==> config.mk <==
export PLATFORM = sky130hd
export DESIGN_NAME = bram_stream_loader_flat
export DESIGN_NICKNAME = d
export VERILOG_FILES = /design/src/rtl/bram_stream_loader_if.sv /design/src/rtl/bram_stream_loader.sv /design/src/flat_wrapper.sv
export SDC_FILE = /design/constraint.sdc
export NUM_CORES = 1
export LEC_CHECK = 0
export BUFFER_PORTS_ARGS = -buffer_cell sky130_fd_sc_hd__buf_4
export CELL_PAD_IN_SITES_DETAIL_PLACEMENT = 1
export CELL_PAD_IN_SITES_GLOBAL_PLACEMENT = 2
export CORE_AREA = 4 4 159 84
export DETAILED_ROUTE_END_ITERATION = 7
export DIE_AREA = 0 0 163 88
export PLACE_DENSITY = 0.95
export SYNTH_ARGS = -nofsm -noshare
export SYNTH_HDL_FRONTEND = slang
export SYNTH_SLANG_ARGS = --single-unit
export TNS_END_PERCENT = 100
==> constraint.sdc <==
create_clock -name CLK -period 5.8 [get_ports CLK]
set_input_delay 1.16 -clock CLK [delete_from_list [all_inputs] [get_ports CLK]]
set_output_delay 1.16 -clock CLK [all_outputs]
set_load 0.005 [all_outputs]
==> src/rtl/bram_stream_loader_if.sv <==
// rtl/bram_stream_loader_if.sv - control, CPU byte link and BRAM write port of the stream loader
interface bram_stream_loader_if #(
  parameter int ADDR_WIDTH = 13,
  parameter int DATA_BYTES = 3
);
  logic                      sig_on;
  logic                      sig_done;
  logic                      sig_error;
  logic [ADDR_WIDTH:0]       words_written;
  logic [ADDR_WIDTH-1:0]     bram_addr_w;
  logic [DATA_BYTES*8-1:0]   bram_data_in;
  logic                      bram_en_w;
  logic                      restart;
  logic [7:0]                init_index;
  logic [7:0]                init_aux_info;
  logic                      request_data;
  logic                      data_ready;
  logic [7:0]                cpu_data_in;
  logic                      transmit_finished;
  logic [7:0]                song_selection;

  modport master (
    input  sig_on, data_ready, cpu_data_in, transmit_finished, song_selection,
    output sig_done, sig_error, words_written, bram_addr_w, bram_data_in, bram_en_w,
           restart, init_index, init_aux_info, request_data
  );

  modport slave (
    output sig_on, data_ready, cpu_data_in, transmit_finished, song_selection,
    input  sig_done, sig_error, words_written, bram_addr_w, bram_data_in, bram_en_w,
           restart, init_index, init_aux_info, request_data
  );
endinterface

==> src/rtl/bram_stream_loader.sv <==
// rtl/bram_stream_loader.sv - packs a CPU byte stream into BRAM words with watchdog retry and overflow guard
module bram_stream_loader #(
  parameter int         ADDR_WIDTH           = 13,
  parameter int         DATA_BYTES           = 3,
  parameter bit         BIG_ENDIAN           = 1'b0,
  parameter logic [7:0] STATIC_INIT_AUX_INFO = 8'h00,
  parameter int         RESTARTING_TIMEOUT   = 5,
  parameter int         WATCHDOG_CYCLES      = 1000,
  parameter int         MAX_RETRIES          = 2
) (
  input logic                  CLK,
  input logic                  RESET,
  bram_stream_loader_if.master bus
);

  localparam int LW  = ($clog2(DATA_BYTES + 1) > 0) ? $clog2(DATA_BYTES + 1) : 1;
  localparam int RTW = ($clog2(RESTARTING_TIMEOUT + 1) > 0) ? $clog2(RESTARTING_TIMEOUT + 1) : 1;
  localparam int WDW = ($clog2(WATCHDOG_CYCLES + 1) > 0) ? $clog2(WATCHDOG_CYCLES + 1) : 1;
  localparam int RW  = ($clog2(MAX_RETRIES + 1) > 0) ? $clog2(MAX_RETRIES + 1) : 1;

  typedef enum logic [2:0] {IDLE, RESTART, RECV, WRITE, FLUSH, DONE} state_t;

  state_t                  state, state_next;
  logic [LW-1:0]           lane_cnt;
  logic [LW-1:0]           lane_pos;
  logic [DATA_BYTES*8-1:0] word_buf;
  logic [ADDR_WIDTH-1:0]   addr;
  logic                    addr_full;
  logic [ADDR_WIDTH:0]     words_written;
  logic                    sig_error;
  logic [7:0]              init_index;
  logic [RTW-1:0]          rst_cnt;
  logic [WDW-1:0]          wd_cnt;
  logic [RW-1:0]           retry_cnt;

  logic rst_last, lane_last, wd_expired, retry_left;

  assign rst_last   = (rst_cnt == RTW'(RESTARTING_TIMEOUT - 1));
  assign lane_last  = (lane_cnt == LW'(DATA_BYTES - 1));
  assign wd_expired = (wd_cnt == WDW'(WATCHDOG_CYCLES - 1));
  assign retry_left = (retry_cnt < RW'(MAX_RETRIES));
  assign lane_pos   = BIG_ENDIAN ? (LW'(DATA_BYTES - 1) - lane_cnt) : lane_cnt;

  assign bus.bram_addr_w   = addr;
  assign bus.bram_data_in  = word_buf;
  assign bus.words_written = words_written;
  assign bus.sig_error     = sig_error;
  assign bus.init_index    = init_index;
  assign bus.init_aux_info = STATIC_INIT_AUX_INFO;

  always_ff @(posedge CLK) begin
    if (RESET) state <= IDLE;
    else       state <= state_next;
  end

  always_comb begin
    state_next       = state;
    bus.restart      = 1'b0;
    bus.request_data = 1'b0;
    bus.bram_en_w    = 1'b0;
    bus.sig_done     = 1'b0;
    case (state)
      IDLE: if (bus.sig_on) state_next = RESTART;
      RESTART: begin
        bus.restart = (rst_cnt == '0);
        if (rst_last) state_next = RECV;
      end
      RECV: begin
        bus.request_data = 1'b1;
        // A byte arriving with transmit_finished is consumed before the finish is acted on.
        if (bus.data_ready) begin
          if (addr_full)                  state_next = DONE;
          else if (lane_last)             state_next = WRITE;
          else if (bus.transmit_finished) state_next = FLUSH;
        end else if (bus.transmit_finished) begin
          state_next = (lane_cnt != '0) ? FLUSH : DONE;
        end else if (wd_expired) begin
          state_next = retry_left ? RESTART : DONE;
        end
      end
      WRITE: begin
        bus.bram_en_w = 1'b1;
        state_next    = RECV;
      end
      FLUSH: begin
        bus.bram_en_w = 1'b1;
        state_next    = DONE;
      end
      DONE: begin
        bus.sig_done = 1'b1;
        state_next   = IDLE;
      end
      default: state_next = IDLE;
    endcase
  end

  always_ff @(posedge CLK) begin
    if (RESET) begin
      lane_cnt      <= '0;
      word_buf      <= '0;
      addr          <= '0;
      addr_full     <= 1'b0;
      words_written <= '0;
      sig_error     <= 1'b0;
      init_index    <= '0;
      rst_cnt       <= '0;
      wd_cnt        <= '0;
      retry_cnt     <= '0;
    end else begin
      case (state)
        IDLE: begin
          if (bus.sig_on) begin
            init_index    <= bus.song_selection;
            words_written <= '0;
            sig_error     <= 1'b0;
            retry_cnt     <= '0;
            rst_cnt       <= '0;
          end
        end
        RESTART: begin
          if (rst_last) begin
            rst_cnt   <= '0;
            lane_cnt  <= '0;
            word_buf  <= '0;
            addr      <= '0;
            addr_full <= 1'b0;
            wd_cnt    <= '0;
          end else begin
            rst_cnt <= rst_cnt + 1'b1;
          end
        end
        RECV: begin
          if (bus.data_ready) begin
            wd_cnt <= '0;
            if (addr_full) begin
              sig_error <= 1'b1;
            end else begin
              word_buf[{lane_pos, 3'b000} +: 8] <= bus.cpu_data_in;
              lane_cnt                          <= lane_cnt + 1'b1;
            end
          end else if (!bus.transmit_finished) begin
            if (wd_expired) begin
              wd_cnt <= '0;
              if (retry_left) begin
                retry_cnt     <= retry_cnt + 1'b1;
                words_written <= '0;
              end else begin
                sig_error <= 1'b1;
              end
            end else begin
              wd_cnt <= wd_cnt + 1'b1;
            end
          end
        end
        WRITE, FLUSH: begin
          words_written <= words_written + 1'b1;
          lane_cnt      <= '0;
          word_buf      <= '0;
          // The top address is written once; the next byte then trips the overflow error.
          if (addr == {ADDR_WIDTH{1'b1}}) addr_full <= 1'b1;
          else                            addr      <= addr + 1'b1;
        end
        default: ;
      endcase
    end
  end

endmodule

==> src/flat_wrapper.sv <==
// flat-port wrapper written by rule: the top's interface ports become plain ports
module bram_stream_loader_flat 
#(
  parameter int         ADDR_WIDTH           = 13,
  parameter int         DATA_BYTES           = 3,
  parameter bit         BIG_ENDIAN           = 1'b0,
  parameter logic [7:0] STATIC_INIT_AUX_INFO = 8'h00,
  parameter int         RESTARTING_TIMEOUT   = 5,
  parameter int         WATCHDOG_CYCLES      = 1000,
  parameter int         MAX_RETRIES          = 2
)
  (CLK, RESET, bus_sig_on, bus_data_ready, bus_cpu_data_in, bus_transmit_finished, bus_song_selection, bus_sig_done, bus_sig_error, bus_words_written, bus_bram_addr_w, bus_bram_data_in, bus_bram_en_w, bus_restart, bus_init_index, bus_init_aux_info, bus_request_data);
  bram_stream_loader_if #(.ADDR_WIDTH(ADDR_WIDTH), .DATA_BYTES(DATA_BYTES)) bus_i ();
  input logic CLK;
  input logic RESET;
  input wire logic [$bits(bus_i.sig_on)-1:0] bus_sig_on;
  input wire logic [$bits(bus_i.data_ready)-1:0] bus_data_ready;
  input wire logic [$bits(bus_i.cpu_data_in)-1:0] bus_cpu_data_in;
  input wire logic [$bits(bus_i.transmit_finished)-1:0] bus_transmit_finished;
  input wire logic [$bits(bus_i.song_selection)-1:0] bus_song_selection;
  output wire logic [$bits(bus_i.sig_done)-1:0] bus_sig_done;
  output wire logic [$bits(bus_i.sig_error)-1:0] bus_sig_error;
  output wire logic [$bits(bus_i.words_written)-1:0] bus_words_written;
  output wire logic [$bits(bus_i.bram_addr_w)-1:0] bus_bram_addr_w;
  output wire logic [$bits(bus_i.bram_data_in)-1:0] bus_bram_data_in;
  output wire logic [$bits(bus_i.bram_en_w)-1:0] bus_bram_en_w;
  output wire logic [$bits(bus_i.restart)-1:0] bus_restart;
  output wire logic [$bits(bus_i.init_index)-1:0] bus_init_index;
  output wire logic [$bits(bus_i.init_aux_info)-1:0] bus_init_aux_info;
  output wire logic [$bits(bus_i.request_data)-1:0] bus_request_data;
  assign bus_i.sig_on = bus_sig_on;
  assign bus_i.data_ready = bus_data_ready;
  assign bus_i.cpu_data_in = bus_cpu_data_in;
  assign bus_i.transmit_finished = bus_transmit_finished;
  assign bus_i.song_selection = bus_song_selection;
  assign bus_sig_done = bus_i.sig_done;
  assign bus_sig_error = bus_i.sig_error;
  assign bus_words_written = bus_i.words_written;
  assign bus_bram_addr_w = bus_i.bram_addr_w;
  assign bus_bram_data_in = bus_i.bram_data_in;
  assign bus_bram_en_w = bus_i.bram_en_w;
  assign bus_restart = bus_i.restart;
  assign bus_init_index = bus_i.init_index;
  assign bus_init_aux_info = bus_i.init_aux_info;
  assign bus_request_data = bus_i.request_data;
  bram_stream_loader #(.ADDR_WIDTH(ADDR_WIDTH), .DATA_BYTES(DATA_BYTES), .BIG_ENDIAN(BIG_ENDIAN), .STATIC_INIT_AUX_INFO(STATIC_INIT_AUX_INFO), .RESTARTING_TIMEOUT(RESTARTING_TIMEOUT), .WATCHDOG_CYCLES(WATCHDOG_CYCLES), .MAX_RETRIES(MAX_RETRIES)) u_core (.CLK(CLK), .RESET(RESET), .bus(bus_i));
endmodule
Word-level counts from Yosys, hierarchy flattened
Index checks and enable logic that the tools add are counted.
- add/subtract/negate cells: 7
- order comparisons: 1
- equality and inequality tests: 25
- shift-type cells: 2
- multiplexer cells: 57
- reduce and logical (&&, ||, !) cells: 20
- operator list (kind ; count):
    two-way mux 24 bit ; 3
    one-hot mux 24 bit (3 select lines) ; 1
    two-way mux 14 bit ; 5
    one-hot mux 14 bit (3 select lines) ; 1
    two-way mux 10 bit ; 4
    two-way mux 3 bit ; 11
    two-way mux 13 bit ; 2
    one-hot mux 13 bit (2 select lines) ; 1
    bitwise mux 24 bit ; 1
    variable shift 8 x 7 -> 24 bit (first input constant) ; 1
    variable part select 8 x 7 -> 24 bit ; 1
    one-hot mux 10 bit (2 select lines) ; 1
    AND reduction 6 bit ; 3
    two-way mux 2 bit ; 8
    one-hot mux 3 bit (5 select lines) ; 1
    adder 14 x 1 -> 14 bit (second input constant) ; 1
    adder 13 x 1 -> 13 bit (second input constant) ; 1
    equality test 13 bit (second input constant) ; 1
    two-way mux 1 bit ; 13
    inequality test 2 bit (second input constant) ; 6
    adder 10 x 1 -> 10 bit (second input constant) ; 1
    equality test 10 bit (second input constant) ; 1
    nonzero test 2 bit ; 5
    equality test 3 bit (second input constant) ; 3
    other kinds (22) ; 36
- bits in registers: 81
- bits of input ports: 21
- logic and storage cells: 123

Depth between registers and ports, before layout
Gate-level depths: netlist of run 1.
- depth after elaboration: 6
- gate-level depth with buffers: 8
- depth with buffers taken out: 7

Least setup slack after synthesis of run 1
OpenSTA, ideal clock, no wires.
- path type: input to register
- start point: input port bus_data_ready
- end point: register u_core.word_buf[16], in the netlist u_core.bus.bram_data_in[16]
- data arrival time: 2480 ps
- slack: 3255 ps
- cell stages on the path: 6
- buffers on the path: 1
- cell sequence: clkbuf_1 -> nor2b_1 -> nand3_2 -> nor4b_4 -> a22oi_1 -> nor2_1
- word-level cells in the longest chain between the ends: 2
- ends and longest elaborated chain (item ; line ; text):
    start: declaration ; flat_wrapper.sv:17 ; input wire logic [$bits(bus_i.data_ready)-1:0] bus_data_ready;
    inequality test 2 bit (no source line) ; - ;
    AND reduction 4 bit (no source line) ; - ;
    end signal: indexed assignment ; bram_stream_loader.sv:138 ; word_buf[{lane_pos, 3'b000} +: 8] <= bus.cpu_data_in;
    end: declaration ; bram_stream_loader.sv:26 ; logic [DATA_BYTES*8-1:0] word_buf;
Every way passes these cells.
A chain may end at the register's enable or synchronous reset.

Final worst setup path of run 1
- start point: register u_core.state[1]
- end point: output port bus_bram_en_w
- word-level cells in the longest chain between the ends: 3
- elaborated cells on any way between the ends: 4
- ends and longest elaborated chain (item ; line ; text):
    start: declaration ; bram_stream_loader.sv:23 ; state_t state, state_next;
    start signal: assignment ; bram_stream_loader.sv:53 ; else state <= state_next;
    equality test 3 x 2 -> 1 bit / equality test 3 bit (equally long branches) ; bram_stream_loader.sv:62 ; case (state)
    OR reduction 2 bit (no source line) (*) ; - ;
    two-way mux 1 bit (*) ; bram_stream_loader.sv:62 ;
    end: declaration ; flat_wrapper.sv:26 ; output wire logic [$bits(bus_i.bram_en_w)-1:0] bus_bram_en_w;
Mark *: on every way between the ends. The rest lies on a longest branch, timed or not.

==> results, run 1 <==
- The design area is 4910 um^2.
- In the global route stage, met3 resource usage came out at 0.0437.
- The measured slew at the worst slew-check pin is about 900 ps.
- The routed layout has ~3,700 vias.
- The number of max-slew violations in the final report came to 0.
- The maximum number of pins on one net before global-route repair is 67.
- The cell chosen for the clock root is clkbuf_16.
- The via density per instance is ~5.2.
- Counting both buffers and inverters, the worst setup path holds a total of 2.
- The total number of yosys warnings is 0.
- After the first detailed-routing iteration, the DRC count stood at roughly 220.
- The share of the Yosys chip area taken by registers is 0.419.
- For this run, the slowest stage of the critical path takes ~600 ps.
- The worst-case vdd ir drop is 124 uV.
- In this run, distinct cell masters in the synthesized netlist total 64.
- The power per cell area is 271 nW/um^2.
- The instance count along the most critical hold path is 2.
- Internal power comes to between 0.9 and 1 mW.
- Global routing finished with a remaining overflow of 0.
- Measured along the y axis, the die boundary spans 88 um.
- After detailed routing, the average wire length per cell comes to about 16 um.
- At the worst endpoint, the arrival time is 2220 ps.
- The floorplan step set the die width to roughly 160 um.
- The critical path class is flip-flop to output port.
- The HPWL after detailed placement is approximately 8000 um.
- After clock tree synthesis, the clock-pin slew on the worst setup and hold paths is about 70 ps.
- The count of maximum capacitance violations is 0.
- The critical path depth in cells is 4.
- For this run, the top clock speed supported by timing is ~0.30 GHz.
- The switching power summed over all nets is around 0.37 mW.
- The capturing element type of the critical path is an output port.
- The post-CTS setup buffer count is 0.
- In the final timing run, aggregate negative setup slack is 0 ps.
- The count of final hold-check violations is 0.
- The initial antenna violation count is 0.
- The critical-path cell with the highest stage delay is dfxtp_1.
- The area growth from synthesis to layout is 26.7%.
- The number of port buffers is 84.
- In this run the most used layer during global routing was met2.
- Setup violations remaining at the end of the flow were counted as 0.
- Registers take approximately 1600 um^2.
- The clock sink count is just over 80.
- The clock insertion delay at the later pin of the skew report is around 340 ps.
- The filler cells instantiated in the layout total 1,413.
- The total number of nets in the final design is roughly 570.
- The synthesized flop and latch total is approximately 80.
- For this run, the total global-route usage over all layers was measured as 0.162.
- The DRC violations left is 0.
- The critical path goes through or3b_1 -> and2_1 -> inv_2 -> buf_4.
- The switching portion of total power is 0.276.
- The highest fanout seen on the critical path is 16.
- In this run the count of I/O pins placed on the die edge is between 90 and 100.
- Once layout is complete, the utilization of the core stands at 0.417.
- The share of total power in combinational logic is 0.111.
- For this design the static power due to leakage is between 1.5 and 2 nW.
- Of the total power, the clock network draws 0.452.
- The post-layout total power is about 1.3 mW.
- The worst min-delay path class is flip-flop to flip-flop.
- Routability-driven placement finished with a final weighted congestion of 0.847.
- The number of nets still failing antenna checks after routing is 0.
- The TritonCTS clock tree is done.
- The initial standard-cell utilization of the core is 0.329.
- The synthesized design spends more area on one cell type than any other, namely dfxtp_1.
- STA puts the critical path data required time at 4640 ps.
- By count the netlist is led by dfxtp_1 (81), nor2_1 (56), nand2_1 (47).
- dfxtp_1 is the most common cell in the netlist.
- The total area inside the core boundary comes to roughly 12,000 um^2.
- Of the cells placed in the final design, the portion with a size suffix greater than 1 is 0.209.
- The number of synthesized flops with an enable pin is 0.
- The final worst-path cycle share is 0.583.
- The number of antenna cells inserted is 0.
- Among all flip-flop cells after synthesis, the most frequent one is dfxtp_1.
- For this run, the detailed router's first-pass iteration total came to 4.
- The number of buffers inserted for hold repair after clock tree synthesis is 0.
- By area the synthesized netlist is led by dfxtp_1 (42%), nor2_1 (5.4%), a21oi_1 (4.8%), nand2_1 (4.6%), a22oi_1 (3.9%).
- Of the total power, registers draw 0.438.
- The via count of the first global-routing pass was about 3,700.
- The first global-routing pass estimated around 19,000 um of wire.
- Setup repair after global routing left no endpoint under its margin.
- The flow ran to the end, and the final reports show no timing, DRC or antenna violations.
- In the global route stage, met2 resource usage came out at 0.260.
- Measured against its own limit, the worst slew margin works out to 0.411.
- The routed design has about 11,000 um of wire.
- After layout, the minimum clock period comes to approximately 3400 ps.
- The fraction of synthesis flops using an asynchronous set or reset pin is 0.
- The kind of cell with the highest combined delay along the critical path is simple AND/OR/NAND/NOR gates.
- Summing all placed instances gives a cell area of 4600 um^2.
- The H-tree was split into 3 levels.
- In this run the deepest clock path goes through 2 buffers.
- The floorplan has 28 rows.
- The post-synthesis cell area is 3870 um^2.
- The portion of synthesized cell area occupied by the leading cell type is 0.419.
- In this run, CTS created clock tree buffers numbering 9.
- In the global route stage, met1 resource usage came out at 0.219.
- A synthesized cell averages between 8 and 9 um^2.
- The length in cells of the worst reg-to-reg path is 6.
- The kind of start point of the critical path is a flip-flop.
- On the final layout, the worst clock skew is 8.03 ps.
- The number of resized instances in the post-cts repair step is 0.
- Synthesis produced a netlist whose cell count is 462.
- The die covers 14,300 um^2.
- The total area of multi-input combinational cells is ~2100 um^2.
## cell families after synthesis
group,share of synthesized area
muxes,0.00549
buffers and inverters,0.0472
AOI/OAI and AO/OA,0.216
xor gates and xnor gates,0.0271
and+or+nand+nor,0.255
DFF,0.419
other,0.000968
adders and majority gates,0.0291
## cell type report
class	count	area share
Sequential cell	81	0.330
Clock inverter	7	0.0176
Inverter	10	0.00867
Tap cell	165	0.0421
Clock buffer	9	0.0459
Multi-Input combinational cell	350	0.427
Timing Repair Buffer	84	0.129
## registers in the layout, summed over array words and instances (netlist names)
name / cells
u_core.bus.init_index: 8
u_core.addr_full: 1
u_core.wd_cnt: 10
u_core.bus.words_written: 14
u_core.bus.sig_error: 1
u_core.lane_cnt: 2
u_core.state: 3
u_core.rst_cnt: 3
u_core.bus.bram_data_in: 24
u_core.bus.bram_addr_w: 13
u_core.retry_cnt: 2
## power groups by stage
stage          Clock [mW]  Sequential, mW  Combinational (mW)
5_1_grt             0.638           0.585               0.166
3_5_place_dp            0           0.595               0.148
6_report            0.601           0.583               0.147
3_3_place_gp            0           0.595               0.146
4_1_cts             0.617           0.582               0.149
2_1_floorplan           0           0.589               0.100
## layer usage
layer / part of all wire / up-vias
met5: 0 / -
met4: 0.0071 / 0
met3: 0.058 / 8
met2: 0.46 / 86
met1: 0.48 / 1767
li1: - / 1818
## metrics by stage
stage | setup WS [ps] | std cells | hold WS (ps)
2_1_floorplan | 3250 | 469 | 448
3_3_place_gp | 2860 | 690 | 443
3_5_place_dp | 2790 | 690 | 449
4_1_cts | 2410 | 706 | 458
5_1_grt | 2220 | 706 | 477
6_report | 2420 | 706 | 453
## tightest hold or removal path: stages, from the launching register on
cell	delay, ps
dfxtp_1	310
nand2_1	50
a21oi_1	50
## cells in the final DEF, fill, tap and decap left out, drive strengths merged, types with 3 or more instances in the layout
cell,count
clkinv,3
dfxtp,81
and2,11
nand2b,4
o2111ai,3
nand3,17
nor2,57
nand2,47
o211ai,3
a31oi,9
xnor2,8
o21a,3
clkbuf,9
conb,8
a311oi,5
a32oi,3
nand4,7
nor3,16
inv,12
o21ai,22
and4,6
ha,9
or2,3
nor4b,3
a21oi,37
xor2,4
buf,84
a22oi,20
and3,5
nor2b,4
or3,4
a41oi,4
## worst paths after layout
kind	startpoint	to	slack, ps
setup / recovery	u_core.state[1]	bus_bram_en_w	2420
setup reg to reg	u_core.state[1]	u_core.bus.bram_data_in[23]	3210
hold reg to reg	u_core.bus.bram_data_in[0]	u_core.bus.bram_data_in[0]	450
hold / removal	u_core.bus.bram_data_in[0]	u_core.bus.bram_data_in[0]	450
(Power assumes the default switching activity.)
==> run 2: changes to the inputs <==
--- a/config.mk
+++ b/config.mk
@@ -8,10 +8,10 @@
 export BUFFER_PORTS_ARGS = -buffer_cell sky130_fd_sc_hd__buf_4
 export CELL_PAD_IN_SITES_DETAIL_PLACEMENT = 1
 export CELL_PAD_IN_SITES_GLOBAL_PLACEMENT = 2
-export CORE_AREA = 4 4 159 84
+export CORE_AREA = 4 4 172 91
 export DETAILED_ROUTE_END_ITERATION = 7
-export DIE_AREA = 0 0 163 88
-export PLACE_DENSITY = 0.95
+export DIE_AREA = 0 0 176 95
+export PLACE_DENSITY = 0.86
 export SYNTH_ARGS = -nofsm -noshare
 export SYNTH_HDL_FRONTEND = slang
 export SYNTH_SLANG_ARGS = --single-unit
==> constraint.sdc (replaced) <==
create_clock -name CLK -period 2.8 [get_ports CLK]
set_input_delay 0.56 -clock CLK [delete_from_list [all_inputs] [get_ports CLK]]
set_output_delay 0.56 -clock CLK [all_outputs]
set_load 0.005 [all_outputs]
==> results, run 2 (synthesis gave the netlist of run 1 again) <==
- Dividing the final minimum period by the clock period gives 0.927.
- The setup slack after layout is 204 ps (-2210 ps).
- The number of cells in the design after placement came to 731 (+5.9%).
- The critical path class is flip-flop to output port.
- The number of placed I/O pins is 93 (unchanged).
- The detailed-router iteration count before antenna repair was 4 (unchanged).
- The capturing element type of the critical path is an output port.
- The DRC violations left is 0 (unchanged).
- The number of port buffers is 84 (unchanged).
- The clock sink count is 81 (unchanged).
- The worst min-delay path class is flip-flop to flip-flop.
- The total leakage power is 1.91 nW (+2.7%).
- The number of filler instances in the final layout was 1,701 (+20%).
- The total of endpoints with negative setup slack in the final report is 0 (unchanged).
- TritonCTS built the clock tree.
- The clock slew seen by the registers of the worst setup and hold paths is 60 ps (about the same).
- The count of maximum capacitance violations was 0 (unchanged).
- The worst setup path is launched from a flip-flop.
- The via count of the first global-routing pass is 3,824 (+4.7%).
- The setup slack of the most critical reg-to-reg path is 360 ps (-2850 ps).
- The post-CTS setup buffer count came to 0 (unchanged).
- The routability-driven placement congestion ratio was 0.842 (-0.60%).
- The relative slew slack came to 0.532 (+0.122).
- The core footprint is 14,100 um^2 (+20%).
- The H-tree depth came to 3 (unchanged).
- The die area is 16,700 um^2 (+17%).
- The cell row count is 31 (+11%).
- The clock skew after layout is 7.44 ps (-0.587 ps).
- The minimum period implied by the final worst setup slack is around 2600 ps.
- The cell chosen for the clock root is clkbuf_16.
- The post-layout total power is 2.86 mW (+110%).
- The global routing usage summed across all routing layers was 0.160 (-0.00221).
- The number of standard cells in the final layout excluding fillers is 747 (+5.8%).
- The routed wire length is 13,000 um (+15%).
- The initial standard-cell utilization of the core is 0.274 (-0.0547).
- The number of antenna cells inserted is 0 (unchanged).
- Setup repair after global routing left no endpoint under its margin.
- The number of max-slew violations in the final report is 0 (unchanged).
- The average wire per standard cell is 17.4 um (+8.7%).
- The worst endpoint data arrival time was 2040 ps (-180 ps).
- The critical path goes through or3b_1 -> and2_1 -> inv_2 -> buf_4.
- The synthesis-to-finish area growth is 29.8%.
- The utilization after layout came to 0.356 (-0.0609).
- The die span in x is 176 um (+8.0%).
- The clock insertion delay at the later pin of the skew report is 340 ps (about the same).
- The highest fanout seen on the critical path is 16 (unchanged).
- The required time of the critical path is 2240 ps (-2400 ps).
- The total congestion overflow is 0 (unchanged).
- The height of the die is 95 um (+8.0%).
- The flip-flop count of the largest register after layout came to 24 (unchanged).
- The number of design-rule violations left by the first detailed-router iteration was 297 (+33%).
- The fraction of layout instances using a drive strength above 1 was 0.220 (+0.0115).
- Static timing analysis puts the maximum clock frequency at a little under 0.4 GHz.
- The total number of vias is 3,756 (+2.1%).
- The flow ran to the end, and the final reports show no timing, DRC or antenna violations.
- The number of buffers and inverters on the critical path came to 2 (unchanged).
- The deepest clock path buffer count came to 2 (unchanged).
- The critical path depth in cells is 4 (unchanged).
- The setup total negative slack was 0 ps (unchanged).
- The total number of nets in the final design came to 574 (+1.4%).
- The measured slew at the worst slew-check pin came to 702 ps (-182 ps).
- The length in cells of the worst reg-to-reg path is 6 (unchanged).
- In the layout the commonest cells are buf_4 (92), dfxtp_1 (81), nor2_1 (56).
- The wire length of the first global-routing pass is 21,200 um (+12%).
- The worst-case vdd ir drop was 298 uV (+140%).
- The maximum number of pins on one net before global-route repair came to 67 (unchanged).
- The initial antenna violation count came to 0 (unchanged).
- The number of nets still failing antenna checks after routing was 0 (unchanged).
- The critical-path cell with the highest stage delay is dfxtp_1.
- The power per cell area came to 568 nW/um^2 (+110%).
- The via density per instance was 5.03 (-3.5%).
- The maximum single-stage delay on the critical path is 640 ps (+30 ps).
- The number of resized instances in the post-cts repair step is 0 (unchanged).
- The number of buffers inserted for hold repair after clock tree synthesis is 0 (unchanged).
- The HPWL after detailed placement is 9760 um (+22%).
- The count of final hold-check violations is 0 (unchanged).
- The pre-CTS setup slack is 411 ps (-2380 ps).
- The CTS buffer count was 9 (unchanged).
- The commonest non-fill, non-tap cell in the layout is buf_4.
- The instance count along the most critical hold path came to 2 (unchanged).
- The kind of cell with the highest combined delay along the critical path is simple AND/OR/NAND/NOR gates.
-- run 2: cell count changes in the layout (fill, tap and decap cells not counted) --
cell / before / now
buf_4: 84 / 92
inv_8: 2 / 0
bufinv_16: 1 / 2
clkbuf_8: 0 / 1
clkinv_2: 0 / 1
clkinv_4: 3 / 2
-- run 2: layout make-up --
cell class / instances / area (um^2) / area share
Clock buffer: 10 / 239 / 0.0475
Clock inverter: 6 / 90.1 / 0.0179
Inverter: 10 / 42.5 / 0.00846
Multi-Input combinational cell: 350 / 2090 / 0.417
Sequential cell: 81 / 1620 / 0.323
Tap cell: 198 / 248 / 0.0493
Timing Repair Buffer: 92 / 691 / 0.137
-- run 2: per-stage QoR --
step / cell area, um^2 / hold WS, ps
after detailed placement: 4700 / 453
after CTS: 5030 / 455
after global placement: 4700 / 444
final: 5030 / 459
after global routing: 5030 / 474
after floorplan: 3900 / 448
-- run 2: final timing paths --
kind | from | endpoint
setup / recovery | u_core.state[1] | bus_bram_en_w
hold / removal | u_core.bus.bram_data_in[4] | u_core.bus.bram_data_in[4]
setup reg to reg | u_core.state[1] | u_core.bus.bram_data_in[23]
hold reg to reg | u_core.bus.bram_data_in[4] | u_core.bus.bram_data_in[4]
-- run 2: report_power, final --
part / switching, mW / internal, mW
sequential: 0.0328 / 1.18
combinational: 0.209 / 0.125
clock: 0.503 / 0.809
total: 0.745 / 2.11
-- run 2: metal layers --
metal,share of wire,global-route usage,up-vias
li1,-,-,1832
met1,0.52,0.235,1843
met2,0.42,0.229,73
met3,0.056,0.0436,8
met4,0.0083,0.0409,0
met5,0,0,-
-- run 2: worst reg2reg max path, stage by stage (launching register included) --
cell and delay (ps):
dfxtp_1 640, or3b_1 580, clkinv_4 160, nand3_2 140, nor4b_4 510, a22oi_1 180
nor2_1 150
==> run 3: changes to the inputs <==
--- a/config.mk
+++ b/config.mk
@@ -8,9 +8,9 @@
 export BUFFER_PORTS_ARGS = -buffer_cell sky130_fd_sc_hd__buf_4
 export CELL_PAD_IN_SITES_DETAIL_PLACEMENT = 1
 export CELL_PAD_IN_SITES_GLOBAL_PLACEMENT = 2
-export CORE_AREA = 4 4 172 91
+export CORE_AREA = 10 10 178 97
 export DETAILED_ROUTE_END_ITERATION = 7
-export DIE_AREA = 0 0 176 95
+export DIE_AREA = 0 0 188 107
 export PLACE_DENSITY = 0.86
 export SYNTH_ARGS = -nofsm -noshare
 export SYNTH_HDL_FRONTEND = slang
==> results, run 3 (synthesis gave the netlist of run 1 again) <==
- The relative slew slack is 0.533 (+0.000937).
- The number of design-rule violations left by the first detailed-router iteration was 261 (-12%).
- The number of antenna cells inserted is 0 (unchanged).
- The core footprint was 14,100 um^2 (unchanged).
- The launching point of the worst reg2reg path is u_core.state[1].
- The die area is 20,100 um^2 (+20%).
- In the layout the commonest cells are buf_4 (92), dfxtp_1 (81), nor2_1 (56).
- The count of maximum capacitance violations is 0 (unchanged).
- The measured slew at the worst slew-check pin is 700 ps (-1.40 ps).
- The via count of the first global-routing pass came to 3,868 (+1.2%).
- The TritonCTS clock tree is done.
- The initial standard-cell utilization of the core is 0.274 (unchanged).
- The DRC violations left was 0 (unchanged).
- The number of max-slew violations in the final report is 0 (unchanged).
- The total number of nets in the final design was 574 (unchanged).
- In this run the worst hold path is classified as flip-flop to flip-flop.
- The wire length of the first global-routing pass is 21,600 um (+2.1%).
- The worst-case vdd ir drop was 291 uV (-2.3%).
- The routed wire length is 13,700 um (+5.4%).
- The power per cell area is 527 nW/um^2 (-7.2%).
- The H-tree depth is 3 (unchanged).
- The total number of vias is 3,772 (+0.43%).
- The synthesis-to-finish area growth is 28.1%.
- The fraction of layout instances using a drive strength above 1 was 0.220 (unchanged).
- The die span in x is 188 um (+6.8%).
- The setup total negative slack came to 0 ps (unchanged).
- The clock insertion delay at the later pin of the skew report was 340 ps (about the same).
- The maximum number of pins on one net before global-route repair is 67 (unchanged).
- The deepest clock path buffer count is 2 (unchanged).
- The worst register-to-register path ends at u_core.bus.bram_data_in[10].
- Walking the worst path, the cells encountered are or3b_1 -> and2_2 -> inv_2 -> buf_4.
- The maximum clock rate is 0.395 GHz (+2.6%).
- The clock sink count was 81 (unchanged).
- The cell row count is 31 (unchanged).
- The detailed-router iteration count before antenna repair is 4 (unchanged).
- The total leakage power was 1.88 nW (-1.6%).
- The run finished with clean final reports.
- The flip-flop count of the largest register after layout is 24 (unchanged).
- The average wire per standard cell was 18.3 um (+5.4%).
- The CTS buffer count is 9 (unchanged).
- The clock skew after layout is 6.22 ps (-1.22 ps).
- The kind of start point of the critical path is a flip-flop.
- The via density per instance came to 5.05 (+0.43%).
- The worst setup path is captured at an output port.
- The clock slew seen by the registers of the worst setup and hold paths is 60 ps (about the same).
- The HPWL after detailed placement was 10,500 um (+7.1%).
- The worst hold path terminates at u_core.bus.bram_data_in[7].
- The required time of the critical path was 2240 ps (about the same).
- The minimum period implied by the final worst setup slack is 2530 ps (-66.2 ps).
- The pre-CTS setup slack is 442 ps (+31.6 ps).
- The initial antenna violation count is 0 (unchanged).
- Setup repair after global routing left no endpoint under its margin.
- The instance count along the most critical hold path is 2 (unchanged).
- The critical path class is flip-flop to output port.
- The critical-path cell with the highest stage delay is dfxtp_1.
- CTS placed an instance of clkbuf_16 at the clock tree root.
- The count of final hold-check violations came to 0 (unchanged).
- The global routing usage summed across all routing layers came to 0.132 (-0.0274).
- The routability-driven placement congestion ratio is 0.823 (-2.3%).
- The number of placed I/O pins is 93 (unchanged).
- The setup slack of the most critical reg-to-reg path was 410 ps (+50 ps).
- The number of port buffers is 84 (unchanged).
- The maximum single-stage delay on the critical path is 580 ps (-60 ps).
- The library cell used most frequently in the layout, excluding fill and tap cells, is buf_4.
- The final worst-path cycle share is 0.904 (-0.0236).
- The height of the die came to 107 um (+13%).
- The length in cells of the worst reg-to-reg path is 6 (unchanged).
- The highest fanout seen on the critical path was 16 (unchanged).
- In this run the most critical hold path is launched from u_core.bus.bram_data_in[7].
- The number of buffers inserted for hold repair after clock tree synthesis is 0 (unchanged).
- The total congestion overflow was 0 (unchanged).
- The setup slack after layout is 270 ps (+66.2 ps).
- The total of endpoints with negative setup slack in the final report was 0 (unchanged).
- The worst endpoint data arrival time is 1970 ps (-70 ps).
- The number of nets still failing antenna checks after routing is 0 (unchanged).
run 3: cell count changes in the layout (fill, tap and decap cells not counted), sizes merged:
| cell | before | now |
|---|---|---|
| bufinv | 2 | 0 |
| clkinv | 3 | 5 |
| clkinvlp | 1 | 2 |
| inv | 10 | 9 |
run 3: worst max-delay path: cells and delay by family, from the launching register on:
kind	cells	cell delay [ps]
buffers and inverters	2	240
DFF	1	580
and+or+nand+nor	2	810
run 3: where the power goes:
group          leakage, nW  internal (mW)  total (mW)  switching, mW
clock                0.128          0.594        1.07          0.474
sequential           0.654           1.18        1.21         0.0330
combinational         1.10          0.125       0.339          0.214
run 3: cell type report:
| cell class | count | area, um^2 |
|---|---|---|
| fill | 1720 | 9160 |
| multi-input combinational | 350 | 2100 |
| clock inverter | 6 | 35.0 |
| timing repair buffer | 92 | 691 |
| sequential | 81 | 1620 |
| tap | 198 | 248 |
| inverter | 10 | 42.5 |
| clock buffer | 10 | 229 |
run 3: what timing repair did:
| action | 4_1_cts | 5_1_grt |
|---|---|---|
| gates resized for setup | 0 | 1 |
| buffers inserted | 0 | 0 |
| endpoints found under the setup margin | 0 | 1 |
run 3: metal layers:
| metal | track usage | routed length, um | vias up |
|---|---|---|---|
| li1 | - | - | 1827 |
| met1 | 0.184 | 6770 | 1855 |
| met2 | 0.192 | 5900 | 83 |
| met3 | 0.0440 | 927 | 7 |
| met4 | 0.0284 | 85 | 0 |
| met5 | 0 | 0 | - |
run 3: worst max-delay path by stage:
stage	from	endpoint	slack, ps	depth (start not counted)
final	u_core.state[2]	bus_bram_en_w	270	4
after global routing	u_core.state[2]	bus_bram_en_w	140	4
after detailed placement	u_core.state[1]	u_core.bus.bram_data_in[12]	440	6
after CTS	u_core.state[1]	bus_bram_en_w	120	4
after global placement	u_core.state[1]	bus_bram_en_w	560	4
after floorplan	bus_data_ready	u_core.bus.bram_data_in[16]	850	6
run 3: per-stage QoR:
step | power (mW) | utilization | instance area, um^2 | hold WS (ps) | instances
floorplan | 1.43 | - | 3900 | 448 | 469
global placement | 1.55 | 0.333 | 4700 | 445 | 731
detailed placement | 1.57 | 0.333 | 4700 | 450 | 731
CTS | 2.64 | 0.351 | 4960 | 459 | 747
global route | 2.74 | 0.351 | 4960 | 462 | 747
finish | 2.62 | 0.351 | 4960 | 456 | 747
